[config.mk]
export PLATFORM = sky130hd
export DESIGN_NAME = usrt_tx_engine
export DESIGN_NICKNAME = d
export VERILOG_FILES = /design/src/rtl/usrt_tx_engine.sv
export SDC_FILE = /design/constraint.sdc
export NUM_CORES = 1
export LEC_CHECK = 0
export ABC_AREA = 1
export BUFFER_PORTS_ARGS = -buffer_cell sky130_fd_sc_hd__buf_2
export CAP_MARGIN = 20
export CORE_MARGIN = 3
export CORE_UTILIZATION = 38
export DETAILED_ROUTE_END_ITERATION = 16
export GPL_TIMING_DRIVEN = 0
export PLACE_DENSITY = 0.64
export SLEW_MARGIN = 5
export SYNTH_ARGS = -nofsm -noshare
export SYNTH_HDL_FRONTEND = slang
export SYNTH_SLANG_ARGS = --single-unit
[constraint.sdc]
create_clock -name pClk -period 2.5 [get_ports pClk]
set_input_delay 0 -clock pClk [delete_from_list [all_inputs] [get_ports pClk]]
set_output_delay 0 -clock pClk [all_outputs]
set_load 0.01 [all_outputs]
[src/rtl/usrt_tx_engine.sv]
// Buffered USRT transmitter: a small FIFO of bytes from the APB write path,
// framed as 11-bit words and shifted out LSB-first on each baud tick.
module usrt_tx_engine #(
    parameter int DEPTH = 4,
    parameter int AW    = 2
) (
    input  logic          pClk,
    input  logic          pReset,
    input  logic          uClk,
    input  logic          wr_en,
    input  logic [7:0]    wr_data,
    input  logic          ovf_clr,
    output logic          full,
    output logic          empty,
    output logic [AW:0]   count,
    output logic          overflow,
    output logic          busy,
    output logic          frame_done,
    output logic          line_out
);

    typedef enum logic {IDLE, SHIFT} state_t;

    state_t        state;
    logic [7:0]    mem [DEPTH];
    logic [AW-1:0] wrPtr, rdPtr;
    logic [AW:0]   cntNext;
    logic [10:0]   shReg;
    logic [3:0]    bitIdx;
    logic          push, pop, drop;
    logic [7:0]    headByte;

    // full is the registered flag, so a same-cycle pop never rescues a write
    assign push     = wr_en & ~full;
    assign drop     = wr_en & full;
    assign pop      = (state == IDLE) & ~empty;
    assign headByte = mem[rdPtr];

    always_comb begin
        cntNext = count + {{AW{1'b0}}, push} - {{AW{1'b0}}, pop};
    end

    always_ff @(posedge pClk) begin
        if (push) mem[wrPtr] <= wr_data;
    end

    always_ff @(posedge pClk or negedge pReset) begin
        if (!pReset) begin
            wrPtr    <= '0;
            rdPtr    <= '0;
            count    <= '0;
            full     <= 1'b0;
            empty    <= 1'b1;
            overflow <= 1'b0;
        end else begin
            if (push) wrPtr <= wrPtr + 1'b1;
            if (pop)  rdPtr <= rdPtr + 1'b1;
            count <= cntNext;
            full  <= (cntNext == (AW+1)'(DEPTH));
            empty <= (cntNext == '0);
            if (drop)         overflow <= 1'b1;
            else if (ovf_clr) overflow <= 1'b0;
        end
    end

    // Stop bit (0) stays on the line until the next frame's start tick,
    // giving gapless back-to-back frames and a 0 idle level.
    always_ff @(posedge pClk or negedge pReset) begin
        if (!pReset) begin
            state      <= IDLE;
            shReg      <= '0;
            bitIdx     <= '0;
            busy       <= 1'b0;
            frame_done <= 1'b0;
            line_out   <= 1'b0;
        end else begin
            frame_done <= 1'b0;
            case (state)
                IDLE: begin
                    if (!empty) begin
                        shReg  <= {1'b0, ^headByte, headByte, 1'b1};
                        bitIdx <= '0;
                        busy   <= 1'b1;
                        state  <= SHIFT;
                    end
                end
                SHIFT: begin
                    if (uClk) begin
                        line_out <= shReg[0];
                        shReg    <= shReg >> 1;
                        bitIdx   <= bitIdx + 4'd1;
                        if (bitIdx == 4'd10) begin
                            frame_done <= 1'b1;
                            busy       <= 1'b0;
                            state      <= IDLE;
                        end
                    end
                end
                default: state <= IDLE;
            endcase
        end
    end

endmodule

# Yosys cells after proc, flatten, opt, wreduce, memory -nomap -nowiden
# Memory sizes are Yosys's and may differ from the RTL's.
# Cells that the tools add are included.
dict set report totals {
  ff_bits 29
  latch_bits 0
  ramBits 32
  rom_bits 0
  inputBits 13
  out_inout_bits 9
  memories 1
}
dict set report classes {
  n_addsub 5
  mul 0
  div 0
  n_lt_le_gt_ge 0
  n_eq_ne 5
  n_shift 0
  mux 21
  n_bitwise 6
  reduce_logical 6
}
# memory depth width read_ports rd_clocked_by_memory_dff wr line_no
set mem_list {}
lappend mem_list {mem 4 8 1 0 1 25} ;# logic [7:0] mem [DEPTH];
# cell count
set op_table {}
lappend op_table {{2-to-1 mux 11 bit} 2}
lappend op_table {{one-hot mux 11 bit (2 select lines)} 1}
lappend op_table {{2-to-1 mux 1 bit} 13}
lappend op_table {{2-to-1 mux 4 bit} 2}
lappend op_table {{one-hot mux 4 bit (2 select lines)} 1}
lappend op_table {{XOR reduction 8 bit} 1}
lappend op_table {{adder 2 x 1 -> 2 bit (second input constant)} 2}
lappend op_table {{adder 4 x 1 -> 4 bit (second input constant)} 1}
lappend op_table {{equality test 4 bit (second input constant)} 1}
lappend op_table {{!= test 2 bit (second input constant)} 2}
lappend op_table {{one-hot mux 1 bit (2 select lines)} 2}
lappend op_table {{AND reduction 2 bit} 2}
lappend op_table {{adder 3 x 1 -> 3 bit} 1}
lappend op_table {{bitwise AND 1 bit} 3}
lappend op_table {{equality test 3 bit (second input constant)} 1}
lappend op_table {{logical NOT 3 bit} 1}
lappend op_table {{inverter 1 bit} 3}
lappend op_table {{AND reduction 3 bit} 1}
lappend op_table {{subtractor 3 x 1 -> 3 bit} 1}
lappend op_table {{!= test 2 x 1 -> 1 bit (second input constant)} 1}
lappend op_table {{nonzero test 2 bit} 1}

# Logic depth before layout (Yosys ltp)
dict set report logic_depth {
  ltp_word 5
  mapped_depth 13
  depth_no_buf 13
}

# Worst setup path after synthesis
# Ideal clock, no wire load.
dict set report synth_timing {
  path_kind {register to register}
  startpoint {reg empty}
  endpoint {reg full}
  setup_time_ns 0.088
  arrival_time_ns 1.999
  t_required_ns 2.412
  path_slack_ns 0.413
  stages_incl_launch_ff 10
  n_path_buf 0
  synth_period_minus_slack_ns 2.087
  path_cell_list {dfstp_2 -> nor2_8 -> ha_1 -> inv_1 -> ha_1 -> inv_1 -> fa_1 -> xnor2_1 -> xnor2_1 -> nor3b_1}
}
dict set report synth_between {
  elab_chain_len 4
}
# item line_no
set synth_rtl {}
lappend synth_rtl {{start, declared} 14} ;# output logic empty,
lappend synth_rtl {{start signal, assigned} 60} ;# empty <= (cntNext == '0);
lappend synth_rtl {{inverter 1 bit} 36} ;# assign pop = (state == IDLE) & ~empty;
lappend synth_rtl {{bitwise AND 1 bit} 36}
lappend synth_rtl {{named net pop} 30} ;# logic push, pop, drop;
lappend synth_rtl {{subtractor 3 x 1 -> 3 bit} 40} ;# cntNext = count + {{AW{1'b0}}, push} - {{AW{1'b0}}, pop};
lappend synth_rtl {{named net cntNext[2]} 27} ;# logic [AW:0] cntNext;
lappend synth_rtl {{equality test 3 bit} 59} ;# full <= (cntNext == (AW+1)'(DEPTH));
lappend synth_rtl {{end signal, assigned} 59}
lappend synth_rtl {{end, declared} 13} ;# output logic full,
# The timed path passes the listed nets, and every way through them passes these cells.
# A chain may end at the register's enable or synchronous reset.

# Final worst setup path
dict set report layout_timing {
  startpoint {reg state}
  endpoint {reg full}
}
dict set report layout_between {
  elab_chain_len 4
}
# item line_no
set layout_rtl {}
lappend layout_rtl {{start, declared} 24} ;# state_t state;
lappend layout_rtl {{start signal, assigned} 70} ;# state <= IDLE;
lappend layout_rtl {{start signal, assigned} 84} ;# state <= SHIFT;
lappend layout_rtl {{start signal, assigned} 95} ;# state <= IDLE;
lappend layout_rtl {{inverter 1 bit} -}
lappend layout_rtl {{bitwise AND 1 bit} 36}
lappend layout_rtl {{named net pop} 30}
lappend layout_rtl {{subtractor 3 x 1 -> 3 bit} 40}
lappend layout_rtl {{named net cntNext[2]} 27}
lappend layout_rtl {{equality test 3 bit} 59}
# The timed path passes the listed nets, and every way through them passes these cells.

==> results.yml <==
floorplan:
  design.die.area_um2: 8333
  io_pins: 22
  num_rows: 30
  initial_utilization_pct: 40.02
  core_um2: 6907
  die_w_um: 91.29
  die_h_um: 91.29
setup_path:
  start_kind: "register"
  crit_path_cell_trace: "buf_6 > nor2_8 > ha_1 > inv_1 > ha_1 > inv_1 > fa_1 > xnor2_1 > xnor2_1 > nor3b_1"
  cp.arrival_ns: 2.51
  crit_family: "adder cells"
  crit_type: "register to register"
  cp_num_buf_inv: 3
  critPathMaxStageDelay_ns: 0.37
  required_ns: 2.75
  crit_fanout: 10
  endpoint_kind: "register"
  crit_path_top_delay_cell: "dfrtp_1"
clock_network:
  h-tree-depth: 3
  clock_latency_ns: 0.35
  cts_root_buf: "clkbuf_8"
  path_clk_slew_ns: 0.07
  cts_resized: 0
  cts_tree: "built"
  cts_buffers: 9
  cts_num_sinks: 60
  clk_path_buf_depth: 2
timing:
  worst_slew_pin_slew_ns: 0.8375
  fin_crit_ns: 2.255
  hold_viol: 0
  period_share_pct: 90.20
  finalMaxSlewViolations: 0
  slew_headroom_pct: 43.96
  tns_ns: 0
  finalSetupViolCount: 0
  rsz0062_at_grt: "no"
  skew_ns: 0.006444
  fmaxAchievable_ghz: 0.4435
final_layout:
  mostFrequentLayoutCells: "nand2_1 (102), edfxtp_1 (32), dfrtp_1 (27)"
  final_common_cell: "nand2_1"
  diodes: 0
  stdcell_area_um2: 3266
  syn2layout_area_growth_pct: 18.15
  fin_util_pct: 47.28
  fin_cells: 424
  nNetsFinal: 345
  drive_gt1_share_pct: 17.38
  nFillCells: 680
synthesis:
  synth_fp_nets: 302
  ys_warn_count: 0
  ys_types: 29
  ys_seq_area_share_pct: 60.16
  synthesis.area_um2: 2764
  syn-mean-instance-area_um2: 9.871
  yosysTopAreaCell: "edfxtp_1"
  netlist_instances: 280
  ys_top_cells_by_area: "edfxtp_1 (35%), dfrtp_1 (24%), nand2_1 (14%), ha_1 (3.6%), nand3_1 (3.3%)"
  synth-seq-cells: 60
  yosysTopAreaCellShare_pct: 34.77
min_path:
  hold_class: "input pin to register"
status:
  status: "completed"
routing:
  routed_wl_um: 5113
  wire_per_inst_um: 12.06
  drt-vias-per-instance: 4.616
  dr.pass1.iters: 6
  drt-initial-drc-count: 95
  vias: 1957
  drc_errors: 0
  ant_nets: 0
power_and_ir_drop:
  power_density_nw_per_um2: 1145
  p_leak_nw: 1.498
  p_switching_mw: 1.469
  p_sw_share_pct: 39.28
  seqPwrFrac_pct: 40.0
  p_clk_share_pct: 19.7
  p_int_mw: 2.270
  power.total_mw: 3.739
  ir_drop_uv: 397.8
  power_frac_comb_pct: 40.3
global_routing:
  grt_use_total_pct: 13.52
  grt_use_met1_pct: 15.70
  antenna_found_initial: 0
  use_met3_pct: 6.462
  grt_overflow: 0
  grt-busiest-layer: "met2"
  grt_use_met2_pct: 21.77
  grt_pass1_wl_um: 8452
  grt_max_degree: 29
  grt_pass1_vias: 1873
flow_run:
  cap_violations: 0
placement:
  place_area_um2: 2989
  io_buffers: 21
  gp_congestion: 0.7556
  dp_hpwl_um: 3444
  dp_cells: 397
-- logic make-up after synthesis --
group	Yosys count	share of synthesized area, %
flip-flops	60	60.16
buffers and inverters	34	6.202
adder cells (fa/ha/maj)	9	4.346
XOR/XNOR	5	1.585
AO/OA/AOI/OAI	27	5.342
AND/OR/NAND/NOR	145	22.36
-- worst min-delay path, stage by stage --
cell and delay [ns]:
buf_2 0.08, nand2_2 0.12, nand2_1 0.09, nand2_1 0.05
-- power groups by stage --
stage | Clock (mW) | Sequential, mW | Combinational [mW]
floorplan | 0 | 1.51 | 1.13
global placement | 0 | 1.51 | 1.45
detailed placement | 0 | 1.51 | 1.51
CTS | 0.760 | 1.50 | 1.53
global route | 0.816 | 1.53 | 1.73
finish | 0.737 | 1.50 | 1.51
-- path summary, 6_finish.rpt --
| path | from | end | slack [ns] | cells past startpoint |
|---|---|---|---|---|
| min in group asynchronous | pReset | shReg[1] | 0.20 | 2 |
| hold / removal | uClk | line_out | 0.02 | 4 |
| setup / recovery | state | full | 0.25 | 10 |
| hold reg to reg | bitIdx[3] | bitIdx[3] | 0.47 | 1 |
| setup reg to reg | state | full | 0.25 | 10 |
| max in group asynchronous | pReset | shReg[7] | 1.88 | 2 |
-- registers in the layout (all words and copies together), names as in the netlist --
signal and cells:
mem 32, shReg 10, bitIdx 4, count 3
rdPtr 2, wrPtr 2, busy 1, empty 1
frame_done 1, full 1, line_out 1, overflow 1
state 1
-- layout make-up --
type | count | area (µm²) | area share, %
sequential | 60 | 1663 | 50.92
multi-input combinational | 186 | 929.6 | 28.47
timing repair buffer | 32 | 215.2 | 6.590
clock buffer | 9 | 123.9 | 3.793
tap | 96 | 120.1 | 3.678
inverter | 28 | 105.1 | 3.218
buffer | 6 | 66.31 | 2.031
clock inverter | 7 | 42.54 | 1.303
-- cells in the mapped netlist --
cell type,instances
xnor2_1,2
buf_2,1
nor3b_1,1
a22oi_1,1
nor2_8,1
nand3_2,1
a31oi_1,1
fa_1,1
nor2_1,12
buf_12,1
nor3_1,1
nand3_1,18
ha_1,8
dfrtp_1,27
nand3b_1,1
inv_1,24
buf_6,3
a21oi_1,8
inv_2,4
nor2_2,1
xor2_1,3
dfstp_2,1
o21ai_0,11
nand2_1,102
edfxtp_1,32
nand2_2,7
buf_4,1
o211ai_1,1
o22ai_1,5
-- per-layer routing --
layer  vias up  part of all wire (%)
li1       1000                     -
met1       918                    45
met2        31                    50
met3         8                   4.3
met4         0                   1.1
met5         -                     0
-- repair_timing --
action                    CTS  global route
setup buffers               0             0
hold endpoints to repair   60             0
hold buffers               11             0
-- per-stage QoR --
stage                     setup WS, ns  hold slack, ns
final                           0.2451         0.02486
after floorplan                 0.4126         -0.2956
after global placement          0.2634         0.05729
after global routing          0.004178         0.04755
after detailed placement        0.2604         0.05825
after CTS                       0.2174        0.009515
Note: power is estimated with default switching activity, not from simulation.
